### config.mk
export PLATFORM = sky130hd
export DESIGN_NAME = pc_unit_flat
export DESIGN_NICKNAME = d
export VERILOG_FILES = /design/src/rtl/pc_pkg.sv /design/src/rtl/pc_unit_if.sv /design/src/rtl/pc_target.sv /design/src/rtl/pc_unit.sv /design/src/flat_wrapper.sv
export SDC_FILE = /design/constraint.sdc
export NUM_CORES = 1
export LEC_CHECK = 0
export ABC_AREA = 1
export BUFFER_PORTS_ARGS = -buffer_cell sky130_fd_sc_hd__buf_2
export CAP_MARGIN = 20
export CORE_AREA = 2 2 123 125
export CTS_CLUSTER_DIAMETER = 120
export CTS_CLUSTER_SIZE = 30
export DETAILED_ROUTE_END_ITERATION = 6
export DIE_AREA = 0 0 125 127
export PLACE_DENSITY = 0.95
export SYNTH_ARGS = -nofsm -noshare
export SYNTH_HDL_FRONTEND = slang
export SYNTH_HIERARCHICAL = 1
export SYNTH_SLANG_ARGS = --single-unit
### constraint.sdc
create_clock -name clk -period 5.3 [get_ports clk]
set_input_delay 0.265 -clock clk [delete_from_list [all_inputs] [get_ports clk]]
set_output_delay 0.265 -clock clk [all_outputs]
set_load 0.01 [all_outputs]
### src/rtl/pc_pkg.sv
// Shared types for the fetch-stage program counter unit.
// Ops, FSM states and the target alignment rule.
package pc_pkg;

  typedef enum logic [3:0] {
    PC_SEQ  = 4'd0,
    PC_JAL  = 4'd1,
    PC_JALR = 4'd2,
    PC_BEQ  = 4'd3,
    PC_BNE  = 4'd4,
    PC_BLT  = 4'd5,
    PC_BGE  = 4'd6,
    PC_BLTU = 4'd7,
    PC_BGEU = 4'd8
  } pc_op_t;

  typedef enum logic [1:0] {
    RUN   = 2'd0,
    HOLD  = 2'd1,
    FAULT = 2'd2
  } pc_state_t;

  // 16-bit alignment only needs bit 0 clear; 32-bit needs both low bits clear
  function automatic logic pc_aligned(
    input logic [1:0] lsb,
    input int         ialign
  );
    if (ialign == 16) return !lsb[0];
    return lsb == 2'b00;
  endfunction

endpackage

### src/rtl/pc_unit_if.sv
// Control-side bundle of the pc unit.
// master drives ops and handshakes, slave is the pc unit.
interface pc_unit_if
  import pc_pkg::*;
#(
  parameter int XLEN = 32
);

  pc_op_t            op;
  logic              op_valid;
  logic [XLEN-1:0]   imm;
  logic [XLEN-1:0]   rs1;
  logic              zero;
  logic              negative;
  logic              ltu;
  logic              iready;
  logic              fault_clr;
  logic [XLEN-1:0]   pc;
  logic [XLEN-1:0]   link;
  logic              taken;
  logic              stalled;
  logic              fault;

  modport master (
    output op, op_valid, imm, rs1,
    output zero, negative, ltu,
    output iready, fault_clr,
    input  pc, link, taken,
    input  stalled, fault
  );

  modport slave (
    input  op, op_valid, imm, rs1,
    input  zero, negative, ltu,
    input  iready, fault_clr,
    output pc, link, taken,
    output stalled, fault
  );

endinterface

### src/rtl/pc_target.sv
// Redirect evaluation: target address, taken and misaligned.
// Purely combinational, fed by the current pc and operands.
module pc_target
  import pc_pkg::*;
#(
  parameter int XLEN   = 32,
  parameter int IALIGN = 32
) (
  input  pc_op_t          op,
  input  logic            op_valid,
  input  logic [XLEN-1:0] pc,
  input  logic [XLEN-1:0] imm,
  input  logic [XLEN-1:0] rs1,
  input  logic            zero,
  input  logic            negative,
  input  logic            ltu,
  output logic [XLEN-1:0] target,
  output logic            taken,
  output logic            misaligned
);

  localparam logic [XLEN-1:0] CLR_LSB =
    {{(XLEN-1){1'b1}}, 1'b0};

  logic cond;

  // target address; JALR clears bit 0 of the sum
  always_comb begin
    target = pc + imm;
    if (op == PC_JALR)
      target = (rs1 + imm) & CLR_LSB;
  end

  // branch condition from the ALU flags
  always_comb begin
    cond = 1'b0;
    unique case (op)
      PC_JAL:  cond = 1'b1;
      PC_JALR: cond = 1'b1;
      PC_BEQ:  cond = zero;
      PC_BNE:  cond = !zero;
      PC_BLT:  cond = negative;
      PC_BGE:  cond = !negative;
      PC_BLTU: cond = ltu;
      PC_BGEU: cond = !ltu;
      default: cond = 1'b0;
    endcase
  end

  assign taken = op_valid && cond;

  assign misaligned =
    taken && !pc_aligned(target[1:0], IALIGN);

endmodule

### src/rtl/pc_unit.sv
// Fetch-stage program counter with stall and fault handling.
// A redirect seen while fetch is stalled is parked in pending.
module pc_unit
  import pc_pkg::*;
#(
  parameter int              XLEN      = 32,
  parameter logic [XLEN-1:0] RESET_VEC = '0,
  parameter logic [XLEN-1:0] TRAP_VEC  = XLEN'('h100),
  parameter int              IALIGN    = 32
) (
  input  logic       clk,
  input  logic       RST,
  pc_unit_if.slave   bus
);

  pc_state_t       state_q;
  pc_state_t       state_d;
  logic [XLEN-1:0] pc_q;
  logic [XLEN-1:0] pc_d;
  logic [XLEN-1:0] pend_q;
  logic [XLEN-1:0] pend_d;
  logic [XLEN-1:0] target;
  logic [XLEN-1:0] seq_pc;
  logic            taken;
  logic            mis;

  pc_target #(
    .XLEN   (XLEN),
    .IALIGN (IALIGN)
  ) u_target (
    .op         (bus.op),
    .op_valid   (bus.op_valid),
    .pc         (pc_q),
    .imm        (bus.imm),
    .rs1        (bus.rs1),
    .zero       (bus.zero),
    .negative   (bus.negative),
    .ltu        (bus.ltu),
    .target     (target),
    .taken      (taken),
    .misaligned (mis)
  );

  assign seq_pc = pc_q + XLEN'(4);

  // state register
  always_ff @(posedge clk or posedge RST) begin
    if (RST) state_q <= RUN;
    else     state_q <= state_d;
  end

  // next-state: stall parks a redirect, bad target traps
  always_comb begin
    state_d = state_q;
    unique case (state_q)
      RUN: begin
        if (mis)
          state_d = FAULT;
        else if (taken && !bus.iready)
          state_d = HOLD;
      end
      HOLD: begin
        if (bus.iready) state_d = RUN;
      end
      FAULT: begin
        if (bus.fault_clr) state_d = RUN;
      end
      default: state_d = RUN;
    endcase
  end

  // next pc and pending target for each state
  always_comb begin
    pc_d   = pc_q;
    pend_d = pend_q;
    unique case (state_q)
      RUN: begin
        if (!mis) begin
          if (bus.iready)
            pc_d = taken ? target : seq_pc;
          else if (taken)
            pend_d = target;
        end
      end
      HOLD: begin
        if (bus.iready) pc_d = pend_q;
      end
      FAULT: begin
        if (bus.fault_clr) pc_d = TRAP_VEC;
      end
      default: pc_d = pc_q;
    endcase
  end

  // pc and pending registers
  always_ff @(posedge clk or posedge RST) begin
    if (RST) begin
      pc_q   <= RESET_VEC;
      pend_q <= '0;
    end else begin
      pc_q   <= pc_d;
      pend_q <= pend_d;
    end
  end

  assign bus.pc      = pc_q;
  assign bus.link    = seq_pc;
  assign bus.taken   = taken;
  assign bus.stalled = (state_q == HOLD);
  assign bus.fault   = (state_q == FAULT);

endmodule

### src/flat_wrapper.sv
// flat-port wrapper written by rule: the top's interface ports become plain ports
module pc_unit_flat import pc_pkg::*;
#(
  parameter int              XLEN      = 32,
  parameter logic [XLEN-1:0] RESET_VEC = '0,
  parameter logic [XLEN-1:0] TRAP_VEC  = XLEN'('h100),
  parameter int              IALIGN    = 32
)
  (clk, RST, bus_op, bus_op_valid, bus_imm, bus_rs1, bus_zero, bus_negative, bus_ltu, bus_iready, bus_fault_clr, bus_pc, bus_link, bus_taken, bus_stalled, bus_fault);
  pc_unit_if #(.XLEN(XLEN)) bus_i ();
  input  logic clk;
  input  logic RST;
  input wire logic [$bits(bus_i.op)-1:0] bus_op;
  input wire logic [$bits(bus_i.op_valid)-1:0] bus_op_valid;
  input wire logic [$bits(bus_i.imm)-1:0] bus_imm;
  input wire logic [$bits(bus_i.rs1)-1:0] bus_rs1;
  input wire logic [$bits(bus_i.zero)-1:0] bus_zero;
  input wire logic [$bits(bus_i.negative)-1:0] bus_negative;
  input wire logic [$bits(bus_i.ltu)-1:0] bus_ltu;
  input wire logic [$bits(bus_i.iready)-1:0] bus_iready;
  input wire logic [$bits(bus_i.fault_clr)-1:0] bus_fault_clr;
  output wire logic [$bits(bus_i.pc)-1:0] bus_pc;
  output wire logic [$bits(bus_i.link)-1:0] bus_link;
  output wire logic [$bits(bus_i.taken)-1:0] bus_taken;
  output wire logic [$bits(bus_i.stalled)-1:0] bus_stalled;
  output wire logic [$bits(bus_i.fault)-1:0] bus_fault;
  assign bus_i.op = bus_op;
  assign bus_i.op_valid = bus_op_valid;
  assign bus_i.imm = bus_imm;
  assign bus_i.rs1 = bus_rs1;
  assign bus_i.zero = bus_zero;
  assign bus_i.negative = bus_negative;
  assign bus_i.ltu = bus_ltu;
  assign bus_i.iready = bus_iready;
  assign bus_i.fault_clr = bus_fault_clr;
  assign bus_pc = bus_i.pc;
  assign bus_link = bus_i.link;
  assign bus_taken = bus_i.taken;
  assign bus_stalled = bus_i.stalled;
  assign bus_fault = bus_i.fault;
  pc_unit #(.XLEN(XLEN), .RESET_VEC(RESET_VEC), .TRAP_VEC(TRAP_VEC), .IALIGN(IALIGN)) u_core (.clk(clk), .RST(RST), .bus(bus_i));
endmodule
; Word-level counts from Yosys, hierarchy flattened
; Cells that the tools add are included.
; Widths: inputs -> output; s select.
[word_totals]
out_inout_bits = 67
input_bits = 76
register_bits = 66
[op_classes]
n_bitwise = 2
reduce_logical = 15
n_eq_ne = 15
muxes = 13
add_sub_neg = 3
[op_table]
columns = operator, count
row1 = $mux 32, 6
row2 = $pmux 32 s3, 1
row3 = $add 32x32->32, 2
row4 = $add 32x3->32 const B, 1
row5 = $eq 4x3->1 const B, 4
row6 = $eq 4x2->1 const B, 2
row7 = $mux 2, 4
row8 = $ne 2x2->1 const B, 4
row9 = $pmux 1 s7, 1
row10 = $pmux 2 s3, 1
row11 = $logic_not 1->1, 5
row12 = $reduce_and 5->1, 1
row13 = $eq 4x1->1 const B, 1
row14 = $eq 4x4->1 const B, 1
row15 = $logic_not 2->1, 2
row16 = $reduce_and 4->1, 1
row17 = $logic_and 1x1->1, 3
row18 = $ne 3x1->1 const B, 1
row19 = $reduce_and 3->1, 1
row20 = $reduce_bool 3->1, 1
row21 = $eq 2x1->1 const B, 1
row22 = $eq 2x2->1 const B, 1
row23 = $not 1->1, 2
row24 = $reduce_or 2->1, 1

; Depth between registers and ports, before layout
[logic_depth]
depth_word = 8
mapped_depth = 18
ltp_nobuf = 18

; Modules after synthesis
; The synthesis kept the hierarchy.
[by_module_without_submodules]
columns = module, area_each_um2, n_inst, seq_area_each_um2, cells_per_inst
row1 = pc_target, 5103.6, 1, 0.0, 1096
row2 = pc_unit, 3983.8, 1, 1651.6, 563

; Least setup slack after synthesis
; OpenSTA, ideal clock, no wires.
[synth_path]
kind = register -> register
startpoint = register u_core.pc_q[0] (netlist: u_core/bus.pc[0])
endpoint = register u_core.pend_q[0]
slack_ns = 2.829
t_arrival_ns = 2.347
stages_incl_launch_ff = 11
synth_period_minus_slack_ns = 2.471
setup_ns = 0.125
path_cell_list = dfrtp_1 > ha_1 > fa_1 > nand2_1 > nand2_1 > nor2_1 > nor3_1 > nor2_1 > nand2_1 > buf_2 > mux2_2
[synth_via]
elab_chain_len = 7
[synth_rtl]
columns = element, line
row1 = "start, declared", pc_unit.sv:18  ; logic [XLEN-1:0] pc_q;
row2 = "start signal, assigned", pc_unit.sv:101  ; pc_q <= pc_d;
row3 = $add 32x32->32, pc_target.sv:29  ; target = pc + imm;
row4 = $mux 32, pc_target.sv:30  ; if (op == PC_JALR)
row5 = named net u_core.target[1], pc_unit.sv:22  ; logic [XLEN-1:0] target;
row6 = $logic_not 2->1, pc_pkg.sv:29  ; return lsb == 2'b00;
row7 = $logic_not 1->1, pc_target.sv:53  ; taken && !pc_aligned(target[1:0], IALIGN);
row8 = $logic_and 1x1->1, pc_target.sv:53
row9 = named net u_core.mis, pc_unit.sv:25  ; logic mis;
row10 = $not 1->1 (no line), --
row11 = $reduce_and 4->1 (no line), --
row12 = "end signal, assigned", pc_unit.sv:102  ; pend_q <= pend_d;
row13 = "end, declared", pc_unit.sv:20  ; logic [XLEN-1:0] pend_q;
; The timed path passes the listed nets, and every way through them passes these cells.
; A chain may end at the register's enable or synchronous reset.

; Worst setup path in the final report
[layout_path]
startpoint = input bus_op[3]
endpoint = register u_core.pc_q[8] (netlist: u_core/bus.pc[8])
[layout_via]
word_cells_on_any_way = 21
[layout_rtl]
columns = element, line
row1 = "start, declared", flat_wrapper.sv:13  ; input wire logic [$bits(bus_i.op)-1:0] bus_op;
row2 = $eq 4x2->1, pc_target.sv:30
row3 = $mux 32, pc_target.sv:30
row4 = named net u_core.target[1], pc_unit.sv:22
row5 = $logic_not 2->1, pc_pkg.sv:29
row6 = $logic_not 1->1, pc_target.sv:53
row7 = $logic_and 1x1->1, pc_target.sv:53
row8 = named net u_core.mis, pc_unit.sv:25
row9 = $ne 2x2->1 (no line), --
row10 = $reduce_and 5->1 (no line), --
; The timed path passes the listed nets, and every way through them passes these cells. The select of a mux whose other input is x is not followed.

==> out/summary.txt <==
FP Rows: 44
Min-delay worst type: in -> async
Clock Tree Buf Depth: 2
H-tree lvl count: 3
First-pass GRT wire length: 45,000 um
Syn Area/Cell: 5.48 um2
P&R area growth vs syn: 12.4%
P_leak: 0.00623 uW
Chip width: 125 um
Largest net degree at the start of global routing: 67
CP endpoint kind: register
HPWL after DPL: 22,900 um
Die Y: 127 um
Number of global-route vias before repair: 9,675
FILL cells: 1,318
PortBufs: 142
Share of cells above drive strength 1: 11.3%
Max Cap Viol: 0
Ports: 143
Core area: 14,400 um2
Drt wl/cell: 14.4 um
Post-Route Skew: 0.00608 ns
Post-synthesis sequential area ratio: 18.2%
Max FO, Critical Path: 40
RSZ-0062 raised after global routing: false
Outcome: finished clean
Final hold vios: 0
XOR/XNOR share of the synthesized area: 2.46%
Synthesis-stage register bit count: 66
Syn. warnings: 6
Cell area power density: 518 nW/um2
Mapped Nets: 1,802
Final setup TNS: 0 ns
Antenna violations before repair: 0
Full die area: 15,900 um2
DRT iter0 DRCs: 1,426
Post-CTS Setup Bufs: 0
GRT overflow: 0
Remaining antenna violation count after routing: 0
CP Data Required Time: 5.54 ns
Initial DRT Pass Iterations: 6
DR vias: 11.0k
Clock-pin slew on the worst setup and hold paths: 0.05 ns
Effective utilization at floorplan: 63.0%
Worst Tran Pin Value: 0.962 ns
Cell Area, Synth: 9090 um2
# clock sinks: 66
Top cell type's share of synthesized area: 26.2%
Peak supply drop: 0.234 mV
CP Launch Type: primary input
Slew HR: 35.8%
Simple-gate share of the synthesized area: 43.3%
Post-Synthesis Cells: 1,659
Max Freq: 267 MHz
Mux cell area share after synthesis: 0.496%
Synth cell types: 41
Async SR Flop Fraction: 100%
Synth top area cells: nand2_1 26%, dfrtp_1 18%, inv_1 12%, ha_1 8.9%, nor2_1 7.0%
Drt total wl: 28,500 um
Largest family of logic cells by synthesized area: simple AND/OR/NAND/NOR gates
TritonCTS Buffers: 9
Area share of fa/ha/maj cells after synthesis: 9.39%
Worst skew pair latency: 0.33 ns
Arrival @ worst endpoint: 3.98 ns
Final net count: 1,930
Clk root buf: clkbuf_16
Placer Congestion: 0.989
N_diodes: 0
Crit path kind: in -> reg
Cell taking the most area after synthesis: nand2_1
Fin crit period: 3.74 ns
# DRC: 0
Final Cycle Share: 70.6%
Final setup fails: 0
Fin. max-slew vios: 0
Ys flop type: dfrtp_1
Cells resized by post-CTS repair: 0
Number of flops mapped to enable cells by yosys: 0
Area fraction in compound gates after synthesis: 12.3%
Hold Buf Count CTS: 0
Final Util: 70.8%
TritonCTS clock tree: yes
Vias per cell: 5.55
Gr usage total: 34.6%
==> path summary, 6_finish.rpt <==
kind | startpoint | endpoint | slack [ns] | depth (start not counted)
worst max register to register | u_core/bus.pc[0] | u_core/bus.pc[8] | 2.00 | 13
max in group asynchronous | RST | u_core/bus.pc[22] | 4.60 | 3
worst min-delay path | RST | u_core/state_q[0] | 0.17 | 3
min in group clk | bus_iready | u_core/pend_q[6] | 0.28 | 4
worst min register to register | u_core/pend_q[12] | u_core/pend_q[12] | 0.49 | 2
worst max-delay path | bus_op[3] | u_core/bus.pc[8] | 1.56 | 15
==> cells in the mapped netlist, types with 3 or more instances <==
cell	instances
clkbuf_1	13
a22oi_1	3
nand3b_1	11
xnor2_1	9
xor2_2	3
nand4_1	7
and2_1	3
nor3_1	6
nand3_1	89
xor2_1	11
dfrtp_1	66
o21bai_1	5
mux2_2	4
ha_1	65
a21o_1	3
nand2_1	635
nor2_1	170
and3_1	3
inv_1	297
buf_2	11
buf_4	3
a21oi_1	95
o22ai_1	5
nor2_2	6
nand2_2	17
o21ai_0	96
nor2_4	7
==> flip-flops by register name (all words and copies together) (netlist names) <==
signal / cells
u_core/pend_q: 32
u_core/bus.pc: 32
u_core/state_q: 2
==> cell families after synthesis <==
group / after synthesis
AND/OR/NAND/NOR: 959
AO/OA/AOI/OAI: 213
buffers and inverters: 327
multiplexers: 4
XOR/XNOR: 23
adder cells (fa/ha/maj): 67
flip-flops: 66
==> placed cells by master, fill, tap and decap left out, types with 6 or more instances in the layout <==
cell type | synthesis | final
inv_1 | 297 | 296
clkbuf_16 | 0 | 9
nand2_1 | 635 | 635
buf_2 | 11 | 142
nand2_2 | 17 | 17
a21oi_1 | 95 | 95
xnor2_1 | 9 | 9
nand3_1 | 89 | 89
xor2_1 | 11 | 11
nand4_1 | 7 | 7
nor2_1 | 170 | 170
nor2_2 | 6 | 6
nor2_4 | 7 | 7
o21ai_0 | 96 | 96
dfrtp_1 | 66 | 66
nand3b_1 | 11 | 11
ha_1 | 65 | 65
nor3_1 | 6 | 6
==> critical path, cell delays in order <==
cell and delay [ns]:
buf_2 0.11, nor2_1 0.16, nand3_2 0.50, inv_2 0.77
nand2_1 0.13, nand2_1 0.13, nor2_1 0.05, nor3_1 0.35
nand2_1 0.11, nand2_1 0.10, nor2_2 0.03, buf_4 0.23
inv_1 0.68, nor2_1 0.15, a22oi_1 0.20
==> metrics by stage <==
stage | instances | hold WS [ns] | worst slack [ns] | instance area [um2] | total power (uW)
after detailed placement | 1960 | 0.474 | 1.43 | 9910 | 4530
final | 1975 | 0.174 | 1.56 | 10200 | 5290
after global routing | 1975 | 0.239 | 1.27 | 10200 | 5750
after floorplan | 1659 | 0.453 | 2.83 | 9090 | 3490
after CTS | 1975 | 0.202 | 1.66 | 10200 | 5180
after global placement | 1960 | 0.465 | 1.60 | 9910 | 4420
==> layout make-up <==
cell class | count | area, um2 | area share (%)
clock buffer | 12 | 236 | 2.32
clock inverter | 3 | 65.1 | 0.637
inverter | 299 | 1120 | 11.0
multi-input combinational | 1266 | 6180 | 60.5
sequential | 66 | 1650 | 16.2
tap | 184 | 230 | 2.25
timing repair buffer | 145 | 733 | 7.18
==> power by group <==
group | total, uW | switching (uW) | internal (uW)
Combinational | 3540 | 2320 | 1220
Sequential | 1140 | 383 | 758
Clock | 610 | 202 | 408
==> layer usage <==
metal / vias to the layer above / wire [um] / GRT usage (%)
met1: 4865 / 11700 / 46.4
li1: 5382 / - / -
met2: 649 / 13200 / 59.2
met4: 0 / 702 / 9.93
met3: 72 / 2920 / 3.94
met5: - / 0 / 0
Power figures use the tool's default switching activity.
